===== config.mk =====
export PLATFORM = sky130hd
export DESIGN_NAME = rpn_evaluator
export DESIGN_NICKNAME = d
export VERILOG_FILES = /design/src/rtl/rpn_evaluator.sv
export SDC_FILE = /design/constraint.sdc
export NUM_CORES = 1
export LEC_CHECK = 0
export CAP_MARGIN = 20
export CORE_MARGIN = 8
export CORE_UTILIZATION = 25
export CTS_CLUSTER_DIAMETER = 200
export DETAILED_ROUTE_END_ITERATION = 6
export HOLD_SLACK_MARGIN = 0.15
export PLACE_DENSITY = 0.48
export SYNTH_ARGS = -nofsm -noshare
export SYNTH_HDL_FRONTEND = slang
export SYNTH_SLANG_ARGS = --single-unit

===== constraint.sdc =====
create_clock -name clk -period 5.3 [get_ports clk]
set_input_delay 1.06 -clock clk [delete_from_list [all_inputs] [get_ports clk]]
set_output_delay 1.06 -clock clk [all_outputs]
set_load 0.05 [all_outputs]

===== src/rtl/rpn_evaluator.sv =====
// rpn_evaluator: streaming reverse-Polish expression evaluator driving an
// external stack through push/pop commands.
// Optional feature macro RPN_MUL_EN: when defined, opcode 10 multiplies. When
// undefined, no multiplier is built and opcode 10 is reported as malformed.
module rpn_evaluator #(
  parameter int DATA_W = 32
) (
  input  logic              clk,
  input  logic              rst,
  input  logic              tok_valid,
  output logic              tok_ready,
  input  logic              tok_is_op,
  input  logic [DATA_W-1:0] tok_data,
  input  logic              tok_last,
  output logic              stk_push,
  output logic              stk_pop,
  output logic [DATA_W-1:0] stk_data_in,
  input  logic [DATA_W-1:0] stk_data_out,
  input  logic              stk_ready,
  input  logic              stk_valid,
  output logic              res_valid,
  input  logic              res_ready,
  output logic [DATA_W-1:0] res_data,
  output logic [1:0]        res_err
);

  typedef enum logic [2:0] {
    ACCEPT, POP_A, EXEC, FINAL, CHECK, FLUSH, OUTPUT
  } state_t;

  localparam logic [1:0] ERR_OK    = 2'b00;
  localparam logic [1:0] ERR_UNDER = 2'b01;
  localparam logic [1:0] ERR_OVER  = 2'b10;
  localparam logic [1:0] ERR_MALF  = 2'b11;

  state_t            r_state, w_state_nxt;
  logic [DATA_W-1:0] r_a, w_a_nxt;
  logic [DATA_W-1:0] r_b, w_b_nxt;
  logic [1:0]        r_op, w_op_nxt;
  logic [DATA_W-1:0] r_res, w_res_nxt;
  logic [1:0]        r_err, w_err_nxt;
  logic              r_last, w_last_nxt;
  logic              w_op_bad;

  // Arithmetic core; all results wrap modulo 2^DATA_W.
  function automatic logic [DATA_W-1:0] alu(input logic [1:0] op,
                                            input logic [DATA_W-1:0] a,
                                            input logic [DATA_W-1:0] b);
    logic [DATA_W-1:0] y;
    case (op)
      2'b00:   y = a + b;
      2'b01:   y = a - b;
`ifdef RPN_MUL_EN
      2'b10:   y = a * b;
`else
      2'b10:   y = '0;
`endif
      default: y = a & b;
    endcase
    return y;
  endfunction

  // The first error of an expression sticks; later ones are ignored.
  function automatic logic [1:0] first_err(input logic [1:0] cur,
                                           input logic [1:0] nxt);
    return (cur == ERR_OK) ? nxt : cur;
  endfunction

`ifdef RPN_MUL_EN
  assign w_op_bad = 1'b0;
`else
  assign w_op_bad = (tok_data[1:0] == 2'b10);
`endif

  // State and operand/result latches.
  always_ff @(posedge clk or posedge rst) begin
    if (rst) begin
      r_state <= ACCEPT;
      r_a     <= '0;
      r_b     <= '0;
      r_op    <= 2'b00;
      r_res   <= '0;
      r_err   <= ERR_OK;
      r_last  <= 1'b0;
    end else begin
      r_state <= w_state_nxt;
      r_a     <= w_a_nxt;
      r_b     <= w_b_nxt;
      r_op    <= w_op_nxt;
      r_res   <= w_res_nxt;
      r_err   <= w_err_nxt;
      r_last  <= w_last_nxt;
    end
  end

  // Next-state logic and stack/token/result handshakes.
  always_comb begin
    w_state_nxt = r_state;
    w_a_nxt     = r_a;
    w_b_nxt     = r_b;
    w_op_nxt    = r_op;
    w_res_nxt   = r_res;
    w_err_nxt   = r_err;
    w_last_nxt  = r_last;
    tok_ready   = 1'b0;
    stk_push    = 1'b0;
    stk_pop     = 1'b0;
    stk_data_in = '0;
    res_valid   = 1'b0;
    res_data    = '0;
    res_err     = ERR_OK;
    case (r_state)
      ACCEPT: begin
        tok_ready = 1'b1;
        if (tok_valid) begin
          w_last_nxt = tok_last;
          if (!tok_is_op) begin
            if (stk_ready) begin
              stk_push    = 1'b1;
              stk_data_in = tok_data;
              w_state_nxt = tok_last ? FINAL : ACCEPT;
            end else begin
              w_err_nxt   = first_err(r_err, ERR_OVER);
              w_state_nxt = FLUSH;
            end
          end else if (w_op_bad) begin
            w_err_nxt   = first_err(r_err, ERR_MALF);
            w_state_nxt = FLUSH;
          end else if (stk_valid) begin
            w_b_nxt     = stk_data_out;
            w_op_nxt    = tok_data[1:0];
            stk_pop     = 1'b1;
            w_state_nxt = POP_A;
          end else begin
            w_err_nxt   = first_err(r_err, ERR_UNDER);
            w_state_nxt = FLUSH;
          end
        end
      end
      POP_A: begin
        if (stk_valid) begin
          w_a_nxt     = stk_data_out;
          stk_pop     = 1'b1;
          w_state_nxt = EXEC;
        end else begin
          w_err_nxt   = first_err(r_err, ERR_UNDER);
          w_state_nxt = FLUSH;
        end
      end
      EXEC: begin
        stk_push    = 1'b1;
        stk_data_in = alu(r_op, r_a, r_b);
        w_state_nxt = r_last ? FINAL : ACCEPT;
      end
      FINAL: begin
        if (stk_valid) begin
          w_res_nxt   = stk_data_out;
          stk_pop     = 1'b1;
          w_state_nxt = CHECK;
        end else begin
          w_err_nxt   = first_err(r_err, ERR_UNDER);
          w_state_nxt = OUTPUT;
        end
      end
      CHECK: begin
        if (stk_valid) begin
          w_err_nxt   = first_err(r_err, ERR_MALF);
          w_state_nxt = FLUSH;
        end else begin
          w_state_nxt = OUTPUT;
        end
      end
      FLUSH: begin
        // Drain the stack and swallow tokens until the expression's last one.
        tok_ready = !r_last;
        stk_pop   = stk_valid;
        if (tok_valid && !r_last && tok_last) w_last_nxt = 1'b1;
        if (!stk_valid && r_last) w_state_nxt = OUTPUT;
      end
      OUTPUT: begin
        res_valid = 1'b1;
        res_err   = r_err;
        res_data  = (r_err == ERR_OK) ? r_res : '0;
        if (res_ready) begin
          w_err_nxt   = ERR_OK;
          w_last_nxt  = 1'b0;
          w_res_nxt   = '0;
          w_state_nxt = ACCEPT;
        end
      end
      default: w_state_nxt = ACCEPT;
    endcase
  end

endmodule

==> impl_metrics.tcl, run 1 <==
set metrics [dict create \
    failed_checks "setup timing" \
    rsz0062_at_grt "yes" \
    grt_first_pass_wirelength_mm 41.5 \
    critPathSlowestCell "or4_4" \
    crit_type "register to primary output" \
    whs_endpoint "r_res[0]$_DFFE_PP0P_" \
    whs_path_depth 2 \
    required_ps 4240 \
    dpl-instance-area_um2 9960 \
    r2r_cells 6 \
    r2r_start "r_state[1]$_DFFE_PP0P_" \
    crit_path_end_kind "primary output" \
    crit_fanout 4 \
    synth_area_leaders "dfrtp_1, mux2_2, nand2_1, ha_1, o21ai_0" \
    wl_met2_mm 12.6 \
    synth-edff-count 0 \
    drcViolationCount 0 \
    antenna_left 0 \
    reg2reg_to "r_last$_DFFE_PP0P_" \
    leakage_nw 4.59 \
    ys_seq_elements 104 \
    syn-num-nets 937 \
    min_from "r_res[0]$_DFFE_PP0P_" \
    dr_wl_met3_um 852 \
    syn_area_um2 7360 \
    overflow 0 \
    wl_met1_mm 12.5 \
    die_area_um2 35200 \
    holdCritPathClass "register to register" \
    fin_skew_ps 5.92 \
    cts_tree "done" \
    avgSynthCellArea_um2 8.86 \
    cp.arrival_ps 4340 \
    firstDrtPassIters 5 \
    synthArstFlopShare_pct 100 \
    crit_chain "nor3_2, buf_4, nand2b_4, nor3_4, buf_4, buf_4, buf_4, buf_4, nand3_2, o21ai_2, xor2_1, ha_1, a21o_1, a21o_1, a21oi_4, a21bo_2, a31oi_4, o21ai_4, buf_6, nor4_2, or4_4, buf_8" \
    fp.dieW_um 188 \
    num-nets-final 1143 \
    fin_ws_ps -97.6 \
    slew_viol_final 0 \
    clkLatencyLatePin_ps 360 \
    n_antenna_cell 0 \
    status "complete, but fails checks" \
    yosysUniqueCellTypes 63 \
    finalCritPeriodShare_pct 102 \
    grt_max_degree 50 \
    std_cell_rows 63 \
    cts_buffers 9 \
    clk_pin_slew_worst_paths_ps 70 \
    vias 6945 \
    synth_top_area_share_pct 35.4 \
    cp_common_cell "buf_4" \
    vias_per_cell 4.85 \
    die_h_um 188 \
    gp_congestion 0.839 \
    clock_sinks 104 \
    fmax_mhz 185 \
    yosysTopAreaCell "dfrtp_1" \
    syn2layout_area_growth_pct 50.2 \
    antenna_found_initial 0 \
    slew_headroom_pct 30.2 \
    cp_slowest_stage_delay_ps 540 \
    critPathLaunchType "register" \
    synth_warnings 0 \
    first_iter_violations 347 \
    layout_min_cycle_time_ps 5400 \
    setup_viol 6 \
    syn_inst 831 \
    top_layer_used "met4" \
    start_util_pct 25.1 \
    wl_mm 26.3 \
    cap_violations 0 \
    clockBufferDepth 2 \
    portBuffers 141 \
    power_density_nw_per_um2 818 \
    grt_usage_pct 14.7 \
    htreeDepth 3 \
    tightest_slew_ps 1050 \
    route.detailed.wl_per_inst_um 18.4 \
    drive_gt1_share_pct 29.3 \
    clockRootBuffer "clkbuf_16" \
    r2r_setup_slack_ps 2840 \
    dp.final_hpwl_mm 19.4 \
    num_io_pins 142 \
    pre_cts_ws_ps -89.8 \
    fin_area_um2 11100 \
    ys.flop_type "dfrtp_1" \
    hold_viol_final 0 \
    synth_seq_area_share_pct 35.4 \
    grt_pass1_vias 7223 \
    core_area_um2 29300 \
    ir_drop_mv 0.294 \
]
[cells by family after synthesis]
kind of cell    Yosys count  share of synthesized area [%]
simple gates            258                           17.1
compound gates          250                           21.7
flops                   104                           35.4
mux                      64                           9.79
buf+inv                  62                           3.18
xor+xnor                 59                           7.02
fa+ha+maj                34                           5.88
[repair_timing]
item | in CTS | in global routing
setup buffers | 21 | 10
setup endpoints to repair | 15 | 16
endpoints found under the hold margin | 0 | 0
resized for setup | 67 | 48
hold buffers | 0 | 0
pin swaps | 40 | 21
[how the worst max path moves through the flow]
stage / end / cells past startpoint / from
global placement: stk_data_in[27] / 16 / r_b[11]$_DFFE_PP0P_
CTS: stk_data_in[28] / 17 / r_b[11]$_DFFE_PP0P_
finish: stk_data_in[28] / 22 / r_b[4]$_DFFE_PP0P_
detailed placement: stk_data_in[27] / 19 / r_b[2]$_DFFE_PP0P_
floorplan: stk_data_in[30] / 16 / r_b[11]$_DFFE_PP0P_
global route: stk_data_in[30] / 21 / r_b[4]$_DFFE_PP0P_
[layout make-up]
cell class              instances  area, um2
clock buffers                  10        239
clock inverters                 5        105
fillers                      2974      18300
inverters                      16       62.6
multi-input cells             665       5040
flip-flops and latches        104       2600
well taps                     390        488
repair buffers                241       2520
[sequential cells by signal, summed over array words and instances, names as in the netlist]
name,cells
r_a,32
r_b,32
r_err,2
r_last,1
r_op,2
r_res,32
r_state,3
[power breakdown]
| part | internal [mW] | switching [mW] |
|---|---|---|
| clock | 0.473 | 0.313 |
| combinational | 3.15 | 3.56 |
| sequential | 1.17 | 0.385 |
| total | 4.79 | 4.26 |
[layer usage]
metal / vias up / GRT usage (%)
met5: - / 0
met4: 0 / 3.82
met3: 20 / 2.30
met2: 133 / 24.6
met1: 3385 / 19.3
li1: 3407 / -
[critical path, delay by kind of cell, from the launching register on]
kind,cells,cell delay (ps)
xor gates and xnor gates,1,160
and+or+nand+nor,6,1170
buffers and inverters,7,900
adders and majority gates,1,260
AOI/OAI and AO/OA,7,1090
DFF,1,400
[per-stage QoR]
step / hold slack [ps] / setup TNS [ps] / power (mW) / cells / util (%)
floorplan: 497 / -154 / 5.14 / 831 / -
global placement: 511 / -135 / 7.11 / 1385 / 34.0
detailed placement: 515 / -193 / 7.11 / 1385 / 34.0
CTS: 528 / -154 / 8.55 / 1421 / 36.6
global route: 546 / -3340 / 9.75 / 1431 / 37.7
finish: 524 / -289 / 9.05 / 1431 / 37.7
[placed cells by master (no fill, tap or decap), types with 5 or more instances in the layout]
cell type / count
a21o_1: 15
nor2_1: 30
dfrtp_1: 104
xor2_1: 26
a31oi_1: 5
clkdlybuf4s50_1: 108
buf_6: 8
o21ai_1: 6
nand2_2: 5
nor2b_1: 9
buf_12: 32
a21oi_2: 11
a21oi_4: 6
a22o_1: 12
ha_2: 5
o21ai_2: 9
o21a_1: 6
inv_1: 15
nor3_1: 11
o211ai_1: 5
clkbuf_16: 9
nand2_1: 110
nand2b_1: 8
xnor2_1: 30
o22ai_1: 10
ha_1: 26
nand3_1: 6
o21ai_0: 64
a21oi_1: 39
a32oi_1: 20
buf_4: 92
mux2_2: 64
and2_1: 33
and3_1: 7
[cell usage after synthesis, types with 2 or more instances]
library cell  instances
o21bai_1              2
xnor2_1              32
nand4_1               4
and2_1               34
ha_1                 33
o21ai_1               2
a22o_1               12
o32ai_1               4
a32oi_1              20
or3_1                 4
nand3_1               7
and3_1                8
nand2_1             117
nand2b_1              9
a211oi_1              2
o211ai_1              5
inv_1                16
and4_1                2
o21ai_0              78
o22ai_1              10
nor3_1               17
o221a_2               2
mux2_2               64
o31a_2                2
a21oi_1              56
nor2_1               33
a21boi_0              2
a31oi_1               7
o31ai_1              11
dfrtp_1             104
a21o_1               15
clkbuf_1             44
nor4_1                4
o21a_1                6
xor2_1               27
nor2b_1               9
No activity file was read; power rests on OpenSTA's default activity.
==> run 2, diff against run 1 <==
TNS_END_PERCENT = 10   (was unset)
==> run 2 against run 1 <==
Effect of this change: the flow still finishes with violations (setup timing); setup slack got worse by 20 ps; largest cell class unchanged; count of clock-buffer cells in the layout did not move; critical endpoint is now stk_data_in[29]; design area fell by 3.6%.
==> impl_metrics.tcl, run 2 (synthesis gave the netlist of run 1 again) <==
set metrics [dict create \
    final_common_cell "nand2_1" \
    clockRootBuffer "clkbuf_16" \
    vias_per_cell 4.83 \
    clockBufferDepth 2 \
    crit_fanout 4 \
    power_frac_comb_pct 73.6 \
    largest_registers "r_a x32, r_b x32, r_res x32" \
    slew_headroom_pct 42.7 \
    hold_viol_final 0 \
    clock_sinks 104 \
    layout_min_cycle_time_ps 5420 \
    num_io_pins 142 \
    critPathTopFamily "simple AND/OR/NAND/NOR gates" \
    cts_buffers 9 \
    gp_congestion 0.868 \
    drive_gt1_share_pct 25.8 \
    firstDrtPassIters 5 \
    clkLatencyLatePin_ps 350 \
    reg2reg_to "r_last$_DFFE_PP0P_" \
    num-nets-final 1131 \
    dp_cells 1390 \
    fp.dieW_um 188 \
    slew_viol_final 0 \
    r2r_start "r_state[1]$_DFFE_PP0P_" \
    p_total_mw 8.37 \
    crit_type "register to primary output" \
    cp.arrival_ps 4360 \
    power_density_nw_per_um2 785 \
    r2r_setup_slack_ps 2820 \
    fill_cells 3031 \
    utilization_pct 36.3 \
    fmax_mhz 185 \
    path_depth 18 \
    crit_chain "or4_4, or3_4, nor3_4, nand2_2, buf_4, nor4_4, buf_4, buf_4, a21oi_1, xnor2_1, ha_1, and3_4, a31oi_1, o21ai_1, a41oi_2, xor2_1, o21ai_2, buf_12" \
    route.detailed.wl_per_inst_um 18.2 \
    htreeDepth 3 \
    clk_pin_slew_worst_paths_ps 70 \
    crit_end "stk_data_in[29]" \
    std_cell_rows 63 \
    die_area_um2 35200 \
    intPower_mw 4.41 \
    first_iter_violations 432 \
    grt_pass1_vias 7180 \
    status "complete, but fails checks" \
    grt_first_pass_wirelength_mm 41.4 \
    dpl-instance-area_um2 9990 \
    layout_common_cells "nand2_1, clkdlybuf4s50_1, dfrtp_1" \
    required_ps 4240 \
    cap_violations 0 \
    multiInputGateArea_um2 4820 \
    cp_common_cell "buf_4" \
    holdCritPathClass "register to register" \
    antenna_left 0 \
    fin_setup_tns_ps -345 \
    vias 6842 \
    fin_ws_ps -118 \
    rsz0062_at_grt "yes" \
    n_antenna_cell 0 \
    p_clk_share_pct 7.9 \
    p_seq_share_pct 18.5 \
    failed_checks "setup timing" \
    seq_area_um2 2600 \
    crit_start "r_b[11]$_DFFE_PP0P_" \
    syn2layout_area_growth_pct 44.8 \
    finalNonFillerCells 1418 \
    critPathLaunchType "register" \
    wl_mm 25.9 \
    start_util_pct 25.1 \
    leakage_nw 4.45 \
    grt_usage_pct 14.6 \
    cp_slowest_stage_delay_ps 550 \
    crit_path_end_kind "primary output" \
    path_buf_inv 4 \
    finalCritPeriodShare_pct 102 \
    fin_area_um2 10700 \
    overflow 0 \
    antenna_found_initial 0 \
    fin_skew_ps 8.30 \
    p_sw_mw 3.96 \
    tightest_slew_ps 857 \
    r2r_cells 6 \
    portBuffers 141 \
    die_h_um 188 \
    grt_max_degree 47 \
    cts_tree "done" \
    drcViolationCount 0 \
    core_area_um2 29300 \
    critPathSlowestCell "or4_4" \
    setup_viol 6 \
    swShare_pct 47.3 \
    ir_drop_mv 0.308 \
    dp.final_hpwl_mm 19.3 \
]
## run 2: per-stage QoR
stage                     hold slack, ps  setup WS (ps)
final                                526           -118
after global routing                 548           -262
after CTS                            531          -54.5
after detailed placement             518           59.0
after global placement               510           78.6
after floorplan                      497           -246
## run 2: final cells by class
class	instances	area share, %
clock buffer	10	2.15
clock inverter	4	0.446
inverter	16	0.587
multi-input combinational	665	45.3
sequential	104	24.4
tap	390	4.58
timing repair buffer	229	22.6
## run 2: what timing repair did
action                                  in CTS  in global routing
hold buffers                                 0                  0
setup buffers                                6                  7
cloned                                       0                  0
pin swaps                                   23                 31
resized for setup                           50                 21
endpoints found under the setup margin      13                 15
## run 2: tightest hold or removal path: cells and delay by family, from the launching register on
family,cells,cell delay [ps]
AOI/OAI and AO/OA,1,60
DFF,1,380
and+or+nand+nor,1,50
## run 2: worst min-delay path by stage
stage / slack [ps] / end / cells after the start / from
2_1_floorplan: 500 / r_res[0]$_DFFE_PP0P_ / 2 / r_res[0]$_DFFE_PP0P_
3_3_place_gp: 510 / r_res[14]$_DFFE_PP0P_ / 2 / r_res[14]$_DFFE_PP0P_
3_5_place_dp: 520 / r_res[22]$_DFFE_PP0P_ / 2 / r_res[22]$_DFFE_PP0P_
4_1_cts: 530 / r_res[5]$_DFFE_PP0P_ / 2 / r_res[5]$_DFFE_PP0P_
5_1_grt: 550 / r_res[27]$_DFFE_PP0P_ / 2 / r_res[27]$_DFFE_PP0P_
6_report: 530 / r_res[24]$_DFFE_PP0P_ / 2 / r_res[24]$_DFFE_PP0P_
## run 2: routing by layer
metal / global-route usage [%] / vias to the layer above / wire [um]
li1: - / 3394 / -
met2: 24.4 / 128 / 12200
met5: 0 / - / 0
met4: 3.85 / 0 / 408
met1: 19.3 / 3297 / 12400
met3: 2.28 / 23 / 894
## run 2: power groups by stage
stage               registers [mW]  clock network, mW  logic (mW)
CTS                           1.55              0.690        5.99
global route                  1.61              0.718        6.75
global placement              1.54                  0        5.63
floorplan                     1.42                  0        3.71
detailed placement            1.54                  0        5.62
finish                        1.55              0.660        6.16
